===== src/rtl/deco_scan_reg_pkg.sv =====
// Shared types, defaults and the one-hot helper for the deco_scan_reg decoder slice.
// Imported by the dwell counter and by the top-level decoder.
package deco_pkg;

   localparam int DEF_N     = 4;
   localparam int DEF_DIV_W = 8;
   localparam int MAX_N     = 8;
   localparam int MAX_W     = 1 << MAX_N;

   typedef enum logic [1:0] {
      IDLE   = 2'd0,
      DIRECT = 2'd1,
      SWEEP  = 2'd2,
      HOLD   = 2'd3
   } state_e;

   // Codes outside 0..2^n-1 give all zeros instead of wrapping onto a real line.
   function automatic logic [MAX_W-1:0] onehot(input int n, input int k);
      logic [MAX_W-1:0] r;
      r = '0;
      if (k >= 0 && k < (1 << n)) begin
         r = MAX_W'(1) << k;
      end
      return r;
   endfunction

endpackage


===== src/rtl/deco_dwell_cnt.sv =====
// Loadable down-counter with stall and zero flag; times how long each sweep code dwells.
module deco_dwell_cnt
   import deco_pkg::*;
#(
   parameter int W = DEF_DIV_W
)(
   input  logic         clk,
   input  logic         rst_n,
   input  logic         load_i,
   input  logic [W-1:0] load_val_i,
   input  logic         stall_i,
   output logic         zero_o
);

   logic [W-1:0] cnt_q;
   logic [W-1:0] cnt_d;

   // Load wins over counting; the counter parks at zero until it is reloaded.
   always_comb begin
      cnt_d = cnt_q;
      if (load_i) begin
         cnt_d = load_val_i;
      end else if (!stall_i && cnt_q != '0) begin
         cnt_d = cnt_q - W'(1);
      end
   end

   always_ff @(posedge clk or negedge rst_n) begin
      if (!rst_n) begin
         cnt_q <= '0;
      end else begin
         cnt_q <= cnt_d;
      end
   end

   assign zero_o = (cnt_q == '0);

endmodule


===== src/rtl/deco_scan_reg.sv =====
// Registered N-to-2^N decoder with a DIRECT handshake mode and a self-running SWEEP mode.
// Define DECO_ACTIVE_LOW_OUT_EN to drive o one-cold (selected line low) instead of one-hot.
module deco_scan_reg
   import deco_pkg::*;
#(
   parameter int N     = DEF_N,
   parameter int DIV_W = DEF_DIV_W
)(
   input  logic                clk,
   input  logic                rst_n,
   input  logic                mode,
   input  logic                start,
   input  logic [DIV_W-1:0]    div,
   input  logic [N-1:0]        x,
   input  logic                in_valid,
   output logic                in_ready,
   output logic [(1<<N)-1:0]   o,
   output logic [N-1:0]        code,
   output logic                out_valid,
   input  logic                out_ready,
   output logic                busy,
   output logic                done
);

   localparam int           W    = 1 << N;
   localparam logic [N-1:0] LAST = {N{1'b1}};

   state_e           state_q;
   logic [W-1:0]     o_q;
   logic [N-1:0]     code_q;
   logic [N-1:0]     code_d;
   logic             out_valid_q;
   logic             busy_q;
   logic             done_q;
   logic [DIV_W-1:0] div_q;

   logic             fire;
   logic             accept;
   logic             dwell_zero;
   logic             dwell_load;
   logic [DIV_W-1:0] dwell_val;
   logic             sweep_step;
   logic             sweep_end;

   // The output register frees itself in the same cycle it is drained, so a
   // ready consumer sees a new code every cycle with no bubbles.
   assign in_ready   = (state_q == DIRECT) && (!out_valid_q || out_ready);
   assign fire       = in_valid && in_ready;
   assign accept     = (state_q == SWEEP) && out_valid_q && out_ready;
   assign sweep_step = accept && dwell_zero;
   assign sweep_end  = sweep_step && (code_q == LAST);
   assign code_d     = code_q + N'(1);

   assign dwell_load = ((state_q == IDLE) && mode && start) || (sweep_step && !sweep_end);
   assign dwell_val  = (state_q == IDLE) ? div : div_q;

   deco_dwell_cnt #(.W(DIV_W)) u_dwell (
      .clk        (clk),
      .rst_n      (rst_n),
      .load_i     (dwell_load),
      .load_val_i (dwell_val),
      .stall_i    (!accept),
      .zero_o     (dwell_zero)
   );

   // Main FSM; every output is registered here so o, code and the flags change together.
   always_ff @(posedge clk or negedge rst_n) begin
      if (!rst_n) begin
         state_q     <= IDLE;
         o_q         <= '0;
         code_q      <= '0;
         out_valid_q <= 1'b0;
         busy_q      <= 1'b0;
         done_q      <= 1'b0;
         div_q       <= '0;
      end else begin
         case (state_q)
            IDLE: begin
               if (!mode) begin
                  state_q <= DIRECT;
               end else if (start) begin
                  state_q     <= SWEEP;
                  div_q       <= div;
                  code_q      <= '0;
                  o_q         <= W'(onehot(N, 0));
                  out_valid_q <= 1'b1;
                  busy_q      <= 1'b1;
               end
            end
            DIRECT: begin
               if (fire) begin
                  o_q         <= W'(onehot(N, int'(x)));
                  code_q      <= x;
                  out_valid_q <= 1'b1;
               end else if (out_valid_q && out_ready) begin
                  out_valid_q <= 1'b0;
               end else if (mode && !out_valid_q) begin
                  state_q <= IDLE;
               end
            end
            SWEEP: begin
               // The last code ends the run by terminal compare, never by counter wrap.
               if (sweep_end) begin
                  state_q     <= HOLD;
                  out_valid_q <= 1'b0;
                  busy_q      <= 1'b0;
                  done_q      <= 1'b1;
               end else if (sweep_step) begin
                  code_q <= code_d;
                  o_q    <= W'(onehot(N, int'(code_d)));
               end
            end
            HOLD: begin
               done_q  <= 1'b0;
               state_q <= IDLE;
            end
            default: begin
               state_q <= IDLE;
            end
         endcase
      end
   end

`ifdef DECO_ACTIVE_LOW_OUT_EN
   assign o = ~o_q;
`else
   assign o = o_q;
`endif

   assign code      = code_q;
   assign out_valid = out_valid_q;
   assign busy      = busy_q;
   assign done      = done_q;

endmodule


===== config.mk =====
export PLATFORM = sky130hd
export DESIGN_NAME = deco_scan_reg
export DESIGN_NICKNAME = d
export VERILOG_FILES = /design/src/rtl/deco_scan_reg_pkg.sv /design/src/rtl/deco_dwell_cnt.sv /design/src/rtl/deco_scan_reg.sv
export SDC_FILE = /design/constraint.sdc
export NUM_CORES = 1
export LEC_CHECK = 0
export ABC_AREA = 1
export CAP_MARGIN = 20
export CORE_ASPECT_RATIO = 0.6
export CORE_MARGIN = 8
export CORE_UTILIZATION = 43
export CTS_CLUSTER_SIZE = 8
export DETAILED_ROUTE_END_ITERATION = 10
export GPL_TIMING_DRIVEN = 0
export PLACE_DENSITY_LB_ADDON = 0.08
export SLEW_MARGIN = 10
export SYNTH_ARGS = -nofsm -noshare
export SYNTH_HDL_FRONTEND = slang
export SYNTH_SLANG_ARGS = --single-unit

===== constraint.sdc =====
create_clock -name clk -period 3.5 [get_ports clk]
set_clock_uncertainty 0.15 [all_clocks]
set_input_delay 0.525 -clock clk [delete_from_list [all_inputs] [get_ports clk]]
set_output_delay 0.525 -clock clk [all_outputs]
set_load 0.02 [all_outputs]

==> key figures, run 1 <==
Routing
  – Post-DR wirelength/cell: about 14 µm
  – Post-DRT Antenna Nets: 0
  – Vias: around 2.3k
  – DRT Wirelength: ~6.4 mm
  – Pre-antenna DRT Iters: 5
  – Starting DRC count in detailed routing: ~170
  – Vias per Instance: around 5.1
  – Post-route DRC: 0

Timing
  – Max-slew violation count: 0
  – RSZ-0062 raised after global routing: false
  – Fin crit period: around 2.8 ns
  – Maximum clock rate: between 300 and 400 MHz
  – Worst setup margin: 0.7257 ns
  – Setup tns final: 0 ns
  – Setup violators final: 0
  – Slew headroom: between 60% and 70%
  – Tightest Pin Transition: around 0.57 ns
  – Final Hold Vio Count: 0
  – Period utilization: 79.26%

GRT
  – Overflow after GRT: 0
  – Largest net degree at the start of global routing: 25
  – First-pass GRT wire length: roughly 10 mm
  – Initial antenna violation count: 0
  – Vias in the first global route: roughly 2.1k
  – GRT Total Usage: between 15 and 20%

Logic synthesis
  – Synth Area in Compound Gates: 11.23%
  – Ys Warns: 0
  – Mapped Cells: about 340
  – Synth Area in Simple Gates: between 30 and 40%
  – Synth Area in Adders: around 4.1%
  – Post-synth cell types: 27
  – Syn avg cell area: 7.206 µm²
  – Syn_nets: ~360
  – Synthesized flop and latch total: 41
  – Largest family of logic cells by synthesized area: simple AND/OR/NAND/NOR gates
  – Mux contribution to synthesized area: under 10%
  – Seq/Total Area, Yosys: 42.25%
  – Mapped Area: between 2000 and 2500 µm²
  – Xor-xnor portion of the synthesized cell area: less than 1%

Finish
  – Nets: just over 400
  – Antenna Cells: 0
  – Commonest non-fill, non-tap cells in the layout: nand2_1 (119), dfrtp_1 (41), clkdlybuf4s50_1 (40)
  – Most common cell after layout, fill and taps aside: nand2_1
  – Final std cells w/o fill: 456
  – Share of layout cells above drive strength 1: 6.202%
  – Area growth, synth to finish: 24.68%
  – Final Cell Area: just over 3000 µm²
  – Layout filler cell count: ~560

Floorplan
  – Starting Density: 44.01%
  – I/O pins: between 40 and 50
  – Die Area: between 8000 and 9000 µm²
  – # rows: 21
  – Die X-Extent: 113.0 µm
  – Core area: roughly 5500 µm²
  – Die H: around 74 µm

CTS
  – Clock sinks: 41
  – Clock buffer depth: 2
  – TritonCTS clock tree: done
  – H-tree depth reported by CTS: 2
  – Worst-path clk slew: about 0.09 ns
  – Clock root buffer: clkbuf_8
  – Worst-skew pair later-pin latency: about 0.30 ns
  – Setup bufs post-CTS: 0
  – CTS Buf Count: 5
  – Post-CTS Resized: 0
  – CTS Hold Bufs: 0

Power and ir drop
  – P per Cell Area: roughly 830 nW/µm²
  – Total power: around 2.5 mW
  – Worst vdd ir: 0.0003132 V
  – Static Leak: 1.423 nW

Place
  – Post-DP Area: between 2000 and 3000 µm²
  – Count of input and output buffers: 41
  – Dpl cells: about 450
  – DP Wirelength: roughly 4.9 mm
  – Gpl congestion: slightly below 0.9
  – Dpl ws: 0.8553 ns

Critical path
  – Crit path DAT: between 2 and 2.5 ns
  – Crit path kind: reg -> out
  – Critical Path RT: about 2.8 ns
  – FF-to-FF Start: state_q[0]
  – Worst Setup Start Kind: register
  – Max FO, Critical Path: 5
  – Kind of end point of the critical path: primary output
  – CP startpoint: state_q[1]

Run
  – Max Cap Viol: 0

Hold path
  – Worst Hold Class: in -> async

Outcome
  – Outcome: completed
stage by stage:
step,utilization (%),hold slack [ns]
finish,54.88,0.0003898
global placement,53.02,0.3129
CTS,54.88,0.01506
detailed placement,53.29,0.3146
floorplan,-,0.07941
global route,54.88,0.03235
worst paths after layout:
check	endpoint	slack [ns]	cells past startpoint
worst max-delay path	in_ready	0.73	5
worst min-delay path	o[11]	0.0004	1
worst max register to register	div_q[1]	1.31	7
worst min register to register	busy	0.34	2
max in group asynchronous	u_dwell.cnt_q[5]	2.72	2
min in group clk	busy	0.34	2
cell type report:
cell class                 instances  area, µm²  share of cell area, %
buffer                            11      65.06                  2.149
clock buffer                       6      72.57                  2.397
clock inverter                     2      15.01                 0.4959
inverter                          36      135.1                  4.463
multi-input combinational        249       1202                  39.71
sequential                        41       1026                  33.88
tap                               69      86.33                  2.851
timing repair buffer              42      425.4                  14.05
flip-flops by register name, summed over array words and instances, names as in the netlist:
| register | cells |
|---|---|
| busy | 1 |
| code | 4 |
| div_q | 8 |
| done | 1 |
| o | 16 |
| out_valid | 1 |
| state_q | 2 |
| u_dwell.cnt_q | 8 |
cells in the mapped netlist:
cell      count  area (µm²)
a21oi_1       4       20.02
a22oi_1       1       7.510
a31oi_1       1       6.260
buf_1         1       3.750
buf_2         4       20.02
buf_4         1       7.510
buf_6         2       22.52
clkbuf_1      3       11.26
dfrtp_1      41        1026
ha_1          8       100.1
inv_1        36       135.1
mux2i_1       3       30.03
nand2_1     119       446.7
nand2_2       2       12.51
nand3_1      25       125.1
nand3_2       1       10.01
nand3b_1      1       7.510
nand4_1      10       62.56
nor2_1       22       82.58
nor2_2        1       6.260
nor2_4        2       22.52
o21ai_0      39       195.2
o21ai_1       4       20.02
o21ai_2       1       8.760
o21bai_1      2       15.01
or2_2         1       6.260
xor2_1        2       17.52
logic make-up after synthesis:
group / count (synthesis)
AOI/OAI and AO/OA: 52
xor gates and xnor gates: 2
and+or+nand+nor: 184
adders and majority gates: 8
muxes: 3
DFF: 41
buffers and inverters: 47
report_power, final:
| group | switching [mW] | total, mW | leakage [nW] | internal [mW] |
|---|---|---|---|---|
| clock network | 0.185 | 0.326 | 0.0374 | 0.141 |
| registers | 0.142 | 0.790 | 0.537 | 0.648 |
| logic | 0.880 | 1.40 | 0.849 | 0.525 |
| total | 1.21 | 2.52 | 1.42 | 1.31 |
metal layers:
layer / wire, µm / vias to the layer above / global-route usage, %
met5: 0 / - / 0
met4: 53 / 0 / 3.079
met3: 542 / 9 / 4.862
met2: 2313 / 80 / 19.82
met1: 3516 / 1054 / 24.59
li1: - / 1179 / -
critical path, stage by stage, from the launching register on:
cell,delay (ns)
dfrtp_1,0.42
inv_1,0.11
ha_1,0.25
inv_1,0.11
a21oi_1,0.25
clkdlybuf4s50_1,0.67
Note: power is estimated with default switching activity, not from simulation.
==> inputs of run 2 (changes only) <==
- clock period: 3.5 -> 2.4 ns (I/O delays scaled with it)
==> run 2 against run 1 <==
Final area rose by 0.41%. Worst setup slack got worse by 0.56 ns. Via count fell by 0.43%. Global-route usage did not move. Clock power rose by 48%. Final cell count rose by 0.22%. Die area did not move. Sequential cell count did not move. Sequential share of layout area fell by 0.14 points. Utilization rose by 0.23 points. Sequential power rose by 46%. Largest cell class unchanged.
==> key figures, run 2 (synthesis results as in run 1) <==
Place
  – Post-DP Area: 2940 µm² (unchanged)
  – Count of input and output buffers: 41 (unchanged)
  – Dpl cells: 448 (unchanged)
  – Gpl congestion: 0.8666 (unchanged)
  – DP Wirelength: 4.947 mm (unchanged)
  – Dpl ws: 0.08529 ns (was 0.8553 ns)

Timing
  – Period utilization: between 90 and 100%
  – Setup violators final: 0 (unchanged)
  – Tightest Pin Transition: 0.5695 ns (was 0.5665 ns)
  – Max-slew violation count: 0 (unchanged)
  – Worst setup margin: 0.1670 ns (was 0.7257 ns)
  – RSZ-0062 raised after global routing: false (unchanged)
  – Final Hold Vio Count: 0 (unchanged)
  – Setup tns final: 0 ns (unchanged)
  – Fin crit period: around 2.2 ns
  – Hold WS: 0.3390 ns (was 0.0003898 ns)
  – Slew headroom: 61.63% (was 61.83%)
  – Maximum clock rate: 447.8 MHz

Routing
  – DRT Wirelength: 6.458 mm (was 6.426 mm)
  – Vias: 2312 (was 2322)
  – Post-DRT Antenna Nets: 0 (unchanged)
  – Vias per Instance: 5.059 (was 5.092)
  – Post-route DRC: 0 (unchanged)
  – Starting DRC count in detailed routing: 148 (was 167)
  – Post-DR wirelength/cell: 14.13 µm (was 14.09 µm)
  – Pre-antenna DRT Iters: 4 (was 5)

Critical path
  – Critical Path RT: 1.89 ns (was 2.82 ns)
  – Kind of end point of the critical path: primary output (unchanged)
  – Crit path kind: reg -> out (unchanged)
  – Slowest stage cell on the critical path: dfrtp_1 (was clkdlybuf4s50_1)
  – Crit path DAT: 1.72 ns (was 2.10 ns)
  – Slowest stage delay, CP: 0.42 ns (was 0.67 ns)
  – CP dominant cell by count: inv_1 (unchanged)
  – Worst Setup Start Kind: register (unchanged)
  – Worst-path cell chain: inv_1, ha_1, inv_1, a21oi_2, dlygate4sd2_1 (was inv_1, ha_1, inv_1, a21oi_1, clkdlybuf4s50_1)
  – Max FO, Critical Path: 5 (unchanged)

CTS
  – H-tree depth reported by CTS: 2 (unchanged)
  – TritonCTS clock tree: done (unchanged)
  – Setup bufs post-CTS: 0 (unchanged)
  – Clock sinks: 41 (unchanged)
  – Clock buffer depth: 2 (unchanged)
  – CTS Buf Count: 5 (unchanged)
  – Worst-skew pair later-pin latency: 0.30 ns (about the same)
  – Clock root buffer: clkbuf_8 (unchanged)
  – Worst-path clk slew: 0.09 ns (about the same)

Power and ir drop
  – Static Leak: 1.431 nW (was 1.423 nW)
  – Total power: 3.687 mW (was 2.521 mW)
  – Worst vdd ir: 0.0004574 V (was 0.0003132 V)
  – P per Cell Area: 1213 nW/µm² (was 832.6 nW/µm²)

Finish
  – Layout filler cell count: 558 (was 555)
  – Most common cell after layout, fill and taps aside: nand2_1 (unchanged)
  – Final Cell Area: 3040 µm² (was 3028 µm²)
  – Final std cells w/o fill: 457 (was 456)
  – Largest register FFs: 16 (unchanged)
  – Area growth, synth to finish: 25.19% (was 24.68%)
  – Nets: 413 (was 412)
  – Antenna Cells: 0 (unchanged)
  – Commonest non-fill, non-tap cells in the layout: nand2_1 (119), dfrtp_1 (41), o21ai_0 (39), clkdlybuf4s50_1 (39), inv_1 (36) (was nand2_1 (119), dfrtp_1 (41), clkdlybuf4s50_1 (40))
  – Post-layout util: 55.10% (was 54.88%)
  – Share of layout cells above drive strength 1: 6.443% (was 6.202%)

Floorplan
  – Die X-Extent: 113.0 µm (unchanged)
  – Starting Density: 44.01% (unchanged)
  – # rows: 21 (unchanged)
  – I/O pins: 42 (unchanged)
  – Die Area: 8388 µm² (unchanged)
  – Die H: 74.22 µm (unchanged)
  – Core area: 5518 µm² (unchanged)

Hold path
  – Worst Hold Class: reg -> reg (was in -> async)

GRT
  – Overflow after GRT: 0 (unchanged)
  – First-pass GRT wire length: 10.39 mm (unchanged)
  – Initial antenna violation count: 0 (unchanged)
  – Vias in the first global route: 2073 (unchanged)
  – GRT Total Usage: 15.70% (unchanged)
  – Largest net degree at the start of global routing: 25 (unchanged)

Outcome
  – Outcome: completed (unchanged)

Run
  – Max Cap Viol: 0 (unchanged)
run 2: cell types whose count changed in the layout (fill, tap and decap cells not counted), sizes merged:
cell           previous run  this run
clkdlybuf4s50            40        39
dlygate4sd3               0         1
dlygate4sd2               0         1
run 2: final cells by class:
type	count	area, µm²	area share (%)
multi-input cells	249	1206	39.67
flip-flops and latches	41	1026	33.74
repair buffers	43	434.2	14.28
inverters	36	135.1	4.444
well taps	69	86.33	2.840
clock buffers	6	72.57	2.387
plain buffers	11	65.06	2.140
clock inverters	2	15.01	0.4938
run 2: layer usage:
metal  GRT usage, %  vias to the layer above  part of all wire [%]
met5              0                        -                     0
met4          3.079                        0                  0.68
met3          4.862                        7                   8.2
met2          19.82                       70                    36
met1          24.59                     1051                    55
li1               -                     1184                     -
run 2: worst max-delay path, delay by kind of cell, from the launching register on:
family / cells / cell delay [ns]
AOI/OAI and AO/OA: 1 / 0.17
buffers and inverters: 3 / 0.58
DFF: 1 / 0.42
adders and majority gates: 1 / 0.25
run 2: power by group:
group	internal [mW]	switching, mW
Combinational	0.763	1.29
Sequential	0.945	0.208
Clock	0.206	0.275
run 2: what timing repair did:
item                       CTS  global route
setup endpoints to repair    1             1
hold buffers                 1             0
hold endpoints to repair    17             0
gates resized for setup      1             1
pin swaps                    0             0
run 2: final timing paths:
path                       cells after the start  slack, ns  startpoint               end
max                                            5       0.17  state_q[1]          in_ready
min                                            2       0.34        busy              busy
max reg2reg                                    7       0.21  state_q[0]          div_q[1]
min reg2reg                                    2       0.34        busy              busy
max in group asynchronous                      3       1.25       rst_n  u_dwell.cnt_q[5]
min in group asynchronous                      2       0.37       rst_n             o[11]
